### config.mk
export PLATFORM = sky130hd
export DESIGN_NAME = mux_rr_arb_flat
export DESIGN_NICKNAME = d
export VERILOG_FILES = /design/src/rtl/mux_pkg.sv /design/src/rtl/mux_rr_arb_if.sv /design/src/rtl/rr_arb.sv /design/src/rtl/mux_rr_arb.sv /design/src/flat_wrapper.sv
export SDC_FILE = /design/constraint.sdc
export NUM_CORES = 1
export LEC_CHECK = 0
export CAP_MARGIN = 40
export CORE_UTILIZATION = 28
export CTS_CLUSTER_SIZE = 10
export DETAILED_ROUTE_END_ITERATION = 12
export PLACE_DENSITY = 0.69
export SLEW_MARGIN = 10
export SYNTH_ARGS = -nofsm -noshare
export SYNTH_HDL_FRONTEND = slang
export SYNTH_HIERARCHICAL = 1
export SYNTH_SLANG_ARGS = --single-unit
### constraint.sdc
create_clock -name clk -period 5.4 [get_ports clk]
set_input_delay 1.08 -clock clk [delete_from_list [all_inputs] [get_ports clk]]
set_output_delay 1.08 -clock clk [all_outputs]
set_load 0.01 [all_outputs]
### src/rtl/mux_pkg.sv
// Shared constants and helpers for the round-robin multiplexer.
package mux_pkg;

   localparam int MODE_RR    = 0;
   localparam int MODE_FIXED = 1;

   localparam logic [0:0] ST_EMPTY = 1'b0;
   localparam logic [0:0] ST_FULL  = 1'b1;

   // Increment modulo n; n need not be a power of two.
   function automatic int wrap_inc(input int v, input int n);
      if (v + 1 >= n) return 0;
      return v + 1;
   endfunction

endpackage

### src/rtl/mux_rr_arb_if.sv
// Producer-side and consumer-side handshake bundle of the multiplexer.
// A word moves on a rising edge when its valid and ready are both high; valid must not depend on ready.
interface mux_rr_arb_if #(
   parameter int NCH = 4,
   parameter int W   = 8
);
   localparam int CW = $clog2(NCH);

   logic [NCH-1:0]   i_valid;
   logic [NCH*W-1:0] i_data;
   logic [NCH-1:0]   i_ready;
   logic [CW-1:0]    s;
   logic             s_en;
   logic             o_valid;
   logic [W-1:0]     o_data;
   logic [CW-1:0]    o_ch;
   logic             o_ready;
   logic             dbg_state;

   modport slave (
      input  i_valid, i_data, s, s_en, o_ready,
      output i_ready, o_valid, o_data, o_ch, dbg_state
   );

   modport master (
      output i_valid, i_data, s, s_en, o_ready,
      input  i_ready, o_valid, o_data, o_ch, dbg_state
   );

endinterface

### src/rtl/rr_arb.sv
// Round-robin / fixed-priority arbiter: one-hot grant plus encoded index.
// The search pointer moves past the winner only when the grant is actually taken.
module rr_arb
   import mux_pkg::*;
#(
   parameter int NCH  = 4,
   parameter int MODE = MODE_RR
) (
   input  logic                     clk,
   input  logic                     rst,
   input  logic [NCH-1:0]           elig_i,
   input  logic                     load_i,
   output logic [NCH-1:0]           gnt_o,
   output logic [$clog2(NCH)-1:0]   idx_o,
   output logic                     any_o
);

   localparam int CW = $clog2(NCH);

   logic [CW-1:0] ptr_q, ptr_d;
   logic [CW-1:0] base;
   logic [CW:0]   sum;
   logic [CW-1:0] cand;
   logic          found;

   // Fixed priority is simply a round-robin search that always starts at 0.
   always_comb begin
      base  = (MODE == MODE_FIXED) ? '0 : ptr_q;
      idx_o = '0;
      found = 1'b0;
      sum   = '0;
      cand  = '0;
      for (int i = 0; i < NCH; i++) begin
         sum = {1'b0, base} + (CW+1)'(i);
         if (sum >= (CW+1)'(NCH)) sum = sum - (CW+1)'(NCH);
         cand = sum[CW-1:0];
         if (!found && elig_i[cand]) begin
            found = 1'b1;
            idx_o = cand;
         end
      end
   end

   assign any_o = found;
   assign gnt_o = found ? (NCH'(1) << idx_o) : '0;

   always_comb begin
      ptr_d = ptr_q;
      if (load_i && (MODE == MODE_RR)) ptr_d = CW'(wrap_inc(int'(idx_o), NCH));
   end

   always_ff @(posedge clk or posedge rst) begin
      if (rst) ptr_q <= '0;
      else     ptr_q <= ptr_d;
   end

endmodule

### src/rtl/mux_rr_arb.sv
// N-channel W-bit arbitrated multiplexer with a single registered output stage.
// Accepts one word per clock when the consumer keeps o_ready high.
module mux_rr_arb
   import mux_pkg::*;
#(
   parameter int NCH  = 4,
   parameter int W    = 8,
   parameter int MODE = MODE_RR
) (
   input  logic          clk,
   input  logic          rst,
   mux_rr_arb_if.slave   bus
);

   localparam int CW = $clog2(NCH);

   logic [NCH-1:0] elig;
   logic [NCH-1:0] gnt;
   logic [CW-1:0]  gnt_idx;
   logic           any_elig;
   logic           load_en;
   logic           xfer;
   logic [W-1:0]   sel_data;

   logic [0:0]     state_q, state_d;
   logic [W-1:0]   data_q, data_d;
   logic [CW-1:0]  ch_q, ch_d;

   // An out-of-range forced select matches no channel, so nothing is eligible.
   always_comb begin
      elig = '0;
      for (int k = 0; k < NCH; k++) begin
         elig[k] = bus.i_valid[k] & (!bus.s_en | (bus.s == CW'(k)));
      end
   end

   rr_arb #(
      .NCH  (NCH),
      .MODE (MODE)
   ) u_arb (
      .clk    (clk),
      .rst    (rst),
      .elig_i (elig),
      .load_i (xfer),
      .gnt_o  (gnt),
      .idx_o  (gnt_idx),
      .any_o  (any_elig)
   );

   assign load_en     = (state_q == ST_EMPTY) | bus.o_ready;
   assign xfer        = load_en & any_elig & !rst;
   assign bus.i_ready = xfer ? gnt : '0;

   always_comb begin
      sel_data = '0;
      for (int k = 0; k < NCH; k++) begin
         if (gnt[k]) sel_data = sel_data | bus.i_data[k*W +: W];
      end
   end

   always_comb begin
      state_d = state_q;
      data_d  = data_q;
      ch_d    = ch_q;
      if (xfer) begin
         state_d = ST_FULL;
         data_d  = sel_data;
         ch_d    = gnt_idx;
      end else if ((state_q == ST_FULL) && bus.o_ready) begin
         state_d = ST_EMPTY;
      end
   end

   always_ff @(posedge clk or posedge rst) begin
      if (rst) begin
         state_q <= ST_EMPTY;
         data_q  <= '0;
         ch_q    <= '0;
      end else begin
         state_q <= state_d;
         data_q  <= data_d;
         ch_q    <= ch_d;
      end
   end

   assign bus.o_valid   = (state_q == ST_FULL);
   assign bus.o_data    = data_q;
   assign bus.o_ch      = ch_q;
   assign bus.dbg_state = state_q;

endmodule

### src/flat_wrapper.sv
// flat-port wrapper written by rule: the top's interface ports become plain ports
module mux_rr_arb_flat import mux_pkg::*;
#(
   parameter int NCH  = 4,
   parameter int W    = 8,
   parameter int MODE = MODE_RR
)
  (clk, rst, bus_i_valid, bus_i_data, bus_s, bus_s_en, bus_o_ready, bus_i_ready, bus_o_valid, bus_o_data, bus_o_ch, bus_dbg_state);
  mux_rr_arb_if #(.NCH(NCH), .W(W)) bus_i ();
  input  logic clk;
  input  logic rst;
  input wire logic [$bits(bus_i.i_valid)-1:0] bus_i_valid;
  input wire logic [$bits(bus_i.i_data)-1:0] bus_i_data;
  input wire logic [$bits(bus_i.s)-1:0] bus_s;
  input wire logic [$bits(bus_i.s_en)-1:0] bus_s_en;
  input wire logic [$bits(bus_i.o_ready)-1:0] bus_o_ready;
  output wire logic [$bits(bus_i.i_ready)-1:0] bus_i_ready;
  output wire logic [$bits(bus_i.o_valid)-1:0] bus_o_valid;
  output wire logic [$bits(bus_i.o_data)-1:0] bus_o_data;
  output wire logic [$bits(bus_i.o_ch)-1:0] bus_o_ch;
  output wire logic [$bits(bus_i.dbg_state)-1:0] bus_dbg_state;
  assign bus_i.i_valid = bus_i_valid;
  assign bus_i.i_data = bus_i_data;
  assign bus_i.s = bus_s;
  assign bus_i.s_en = bus_s_en;
  assign bus_i.o_ready = bus_o_ready;
  assign bus_i_ready = bus_i.i_ready;
  assign bus_o_valid = bus_i.o_valid;
  assign bus_o_data = bus_i.o_data;
  assign bus_o_ch = bus_i.o_ch;
  assign bus_dbg_state = bus_i.dbg_state;
  mux_rr_arb #(.NCH(NCH), .W(W), .MODE(MODE)) u_core (.clk(clk), .rst(rst), .bus(bus_i));
endmodule
==> impl_metrics.ini <==
[synth]
synth_compound_area_frac = 0.252
synth.distinct_cells = 30
synth_xor_area_frac = 0
synth_area_per_cell_um2 = 10.0
synth_seq_cells = 13
synth_nets = 144
ys.warnings.count = 6
synthAdderAreaFrac = 0.0508
netlist_area_um2 = 985
synthSimpleGateAreaFrac = 0.150
synth_top_family_by_area = compound AO/OA/AOI/OAI gates
synthCells = 98
muxShareOfSynthArea = 0.144
yosysSeqAreaShare = 0.330

[clock_tree]
clkTransAtPathRegs_ns = 0.07
numCtsBuffers = 3
cts_setup_buffers = 0
htreeDepth = 1
clk_path_buf_depth = 2
cts_tree = built
cts-root-buf = clkbuf_4
clock_latency_ns = 0.27
cts.sinks = 13

[drt]
routedWlPerCell_um = 12.8
ant_nets = 0
viasPerCell = 4.53
finalWirelength_mm = 2.55
via_count = 901
drt_first_pass_iters = 4
drt-initial-drc-count = 40
drc_errors = 0

[finish]
drive_above_1_share = 0.150
layout_common_cells = clkdlybuf4s50_1 (57), a22oi_1 (16), dfrtp_1 (13)
final_common_cell = clkdlybuf4s50_1
fin_nets = 200
final_cells = 199
fin_area_um2 = 1600
diodes = 0
syn_to_final_growth_pct = 62.4

[timing]
clock-skew-final_ns = 0.00212
rsz0062_at_grt = false
slew_headroom = 0.480
fmax_mhz = 198
whs_ns = 0.511
setup_slack_ns = 0.349
slew_viol_final = 0
hold_viol = 0
min_period_over_period = 0.935
setup_viol = 0
min_period_ns = 5.05
setup_total_negative_slack_ns = 0
worst-slew-pin-transition_ns = 0.773

[critical_path]
start_kind = primary input
slowest_delay_ns = 0.55
slowest_stage = clkdlybuf4s50_1
critPathArrivalTime_ns = 3.97
worstSetupEndpointType = output port
cp.depth = 9
worstReg2RegEnd = u_core/bus.o_data[3]
path_buf_inv = 2
rrSetupSlack_ns = 3.18
cp.required_ns = 4.32
path_max_fanout = 9
rr_worst_depth = 7
worstSetupPathType = in2out
path_cells = clkdlybuf4s50_1, nand2b_1, a21boi_0, a21boi_0, o221a_2, ha_1, and2b_1, and2_2, clkdlybuf4s50_1
r2r_start = u_core/u_arb/base[1]
crit_family = buffers and inverters

[floorplan]
num_rows = 21
die-area_um2 = 3760
dieHeight_um = 61.3
io_pins = 58
die_w_um = 61.3
initial_core_util = 0.293
fp.coreArea_um2 = 3360

[pwr]
p_seq_frac = 0.335
vdd_ir_drop_max_uv = 173
power.internal_mw = 0.323
power_frac_comb = 0.543
p_leak_nw = 0.683
p_per_area_nw_per_um2 = 301
netSwitchingPower_mw = 0.158
pwr-share-clk = 0.122
p_sw_frac = 0.328

[placement]
io_buffers = 57
placed_cells = 195
gp_congestion = 0.727
placed_area_um2 = 1570
dp_hpwl_mm = 2.00
dp_slack_ns = 0.166

[hold_path]
hp-class = reg2reg
hold_end = u_core/bus.o_data[3]
hold_depth = 1
hp-start = u_core/bus.o_data[3]

[global_routing]
grt_util_all_layers = 0.141
grt_overflow = 0
grt_pass1_wl_mm = 3.85
grt_start_max_net_pins = 18
grt_pass1_vias = 865
antenna_found_initial = 0

[status]
status = completed

[flow_run]
max-cap-violations = 0
cells in the mapped netlist:
cell type / instances / area, µm²
a21boi_0: 4 / 30.0
a21oi_1: 3 / 15.0
a21oi_4: 1 / 16.3
a22oi_1: 16 / 120
and2_1: 1 / 6.26
and2_2: 4 / 30.0
and2b_1: 3 / 22.5
buf_1: 1 / 3.75
buf_12: 1 / 20.0
buf_4: 1 / 7.51
clkbuf_1: 3 / 11.3
dfrtp_1: 13 / 325
ha_1: 4 / 50.1
inv_1: 8 / 30.0
mux2_2: 5 / 56.3
mux2_4: 5 / 75.1
mux2i_1: 1 / 10.0
nand2_1: 10 / 37.5
nand2b_1: 2 / 12.5
nand2b_4: 1 / 13.8
nor2_1: 1 / 3.75
nor2b_1: 1 / 6.26
nor4_1: 1 / 6.26
o21a_1: 1 / 7.51
o21ai_0: 2 / 10.0
o221a_2: 1 / 11.3
o22a_2: 1 / 10.0
o22ai_1: 1 / 6.26
o31ai_4: 1 / 21.3
or3b_1: 1 / 8.76
cell families (layout without fill, tap and decap cells):
group / Yosys count / after routing
flip-flops: 13 / 13
multiplexers: 11 / 11
adder cells (fa/ha/maj): 4 / 4
AND/OR/NAND/NOR: 25 / 25
buffers and inverters: 14 / 69
AO/OA/AOI/OAI: 31 / 31
area by class of cell:
class	count	area [µm²]
Multi-Input combinational cell	71	589
Timing Repair Buffer	57	571
Inverter	8	30.0
Tap cell	46	57.6
Clock buffer	4	26.3
Fill cell	317	1760
Sequential cell	13	325
power groups by stage:
stage	Combinational (mW)	Clock, mW	Sequential, mW
floorplan	0.126	0	0.176
global placement	0.258	0	0.163
detailed placement	0.261	0	0.163
CTS	0.262	0.0615	0.162
global route	0.284	0.0668	0.167
finish	0.261	0.0588	0.161
worst reg2reg max path: stages (launching register included):
cell and delay, ns:
dfrtp_1 0.46, or3b_1 0.41, o221a_2 0.18, ha_1 0.24, and2b_1 0.27, a22oi_1 0.20
nand2_1 0.08, mux2_2 0.26
layer usage:
metal | up-vias | global-route usage | wire [µm]
met5 | - | 0 | 0
met4 | 0 | 0.0227 | 0
li1 | 458 | - | -
met2 | 26 | 0.238 | 1230
met1 | 417 | 0.180 | 1170
met3 | 0 | 0.0462 | 145
registers in the layout, indices dropped and copies added (netlist names):
| signal | flops |
|---|---|
| u_core/bus.o_data | 8 |
| u_core/bus.dbg_state | 1 |
| u_core/u_arb/base | 2 |
| u_core/bus.o_ch | 2 |
how the worst max path moves through the flow:
stage	startpoint	slack, ns	to
2_1_floorplan	bus_s[1]	1.53	bus_i_ready[3]
3_3_place_gp	bus_s[0]	0.29	bus_i_ready[2]
3_5_place_dp	bus_s[0]	0.17	bus_i_ready[2]
4_1_cts	bus_s[0]	0.16	bus_i_ready[2]
5_1_grt	bus_s[1]	0.11	bus_i_ready[3]
6_report	bus_s[1]	0.35	bus_i_ready[3]
per-stage QoR:
| stage | power [mW] | util |
|---|---|---|
| 2_1_floorplan | 0.302 | - |
| 3_3_place_gp | 0.420 | 0.467 |
| 3_5_place_dp | 0.424 | 0.467 |
| 4_1_cts | 0.486 | 0.475 |
| 5_1_grt | 0.518 | 0.475 |
| 6_report | 0.481 | 0.475 |
timing repair:
item                                    in CTS  in global routing
resized for setup                            0                  1
hold buffers                                 0                  0
endpoints found under the setup margin       0                  1
Note: power is estimated with default switching activity, not from simulation.
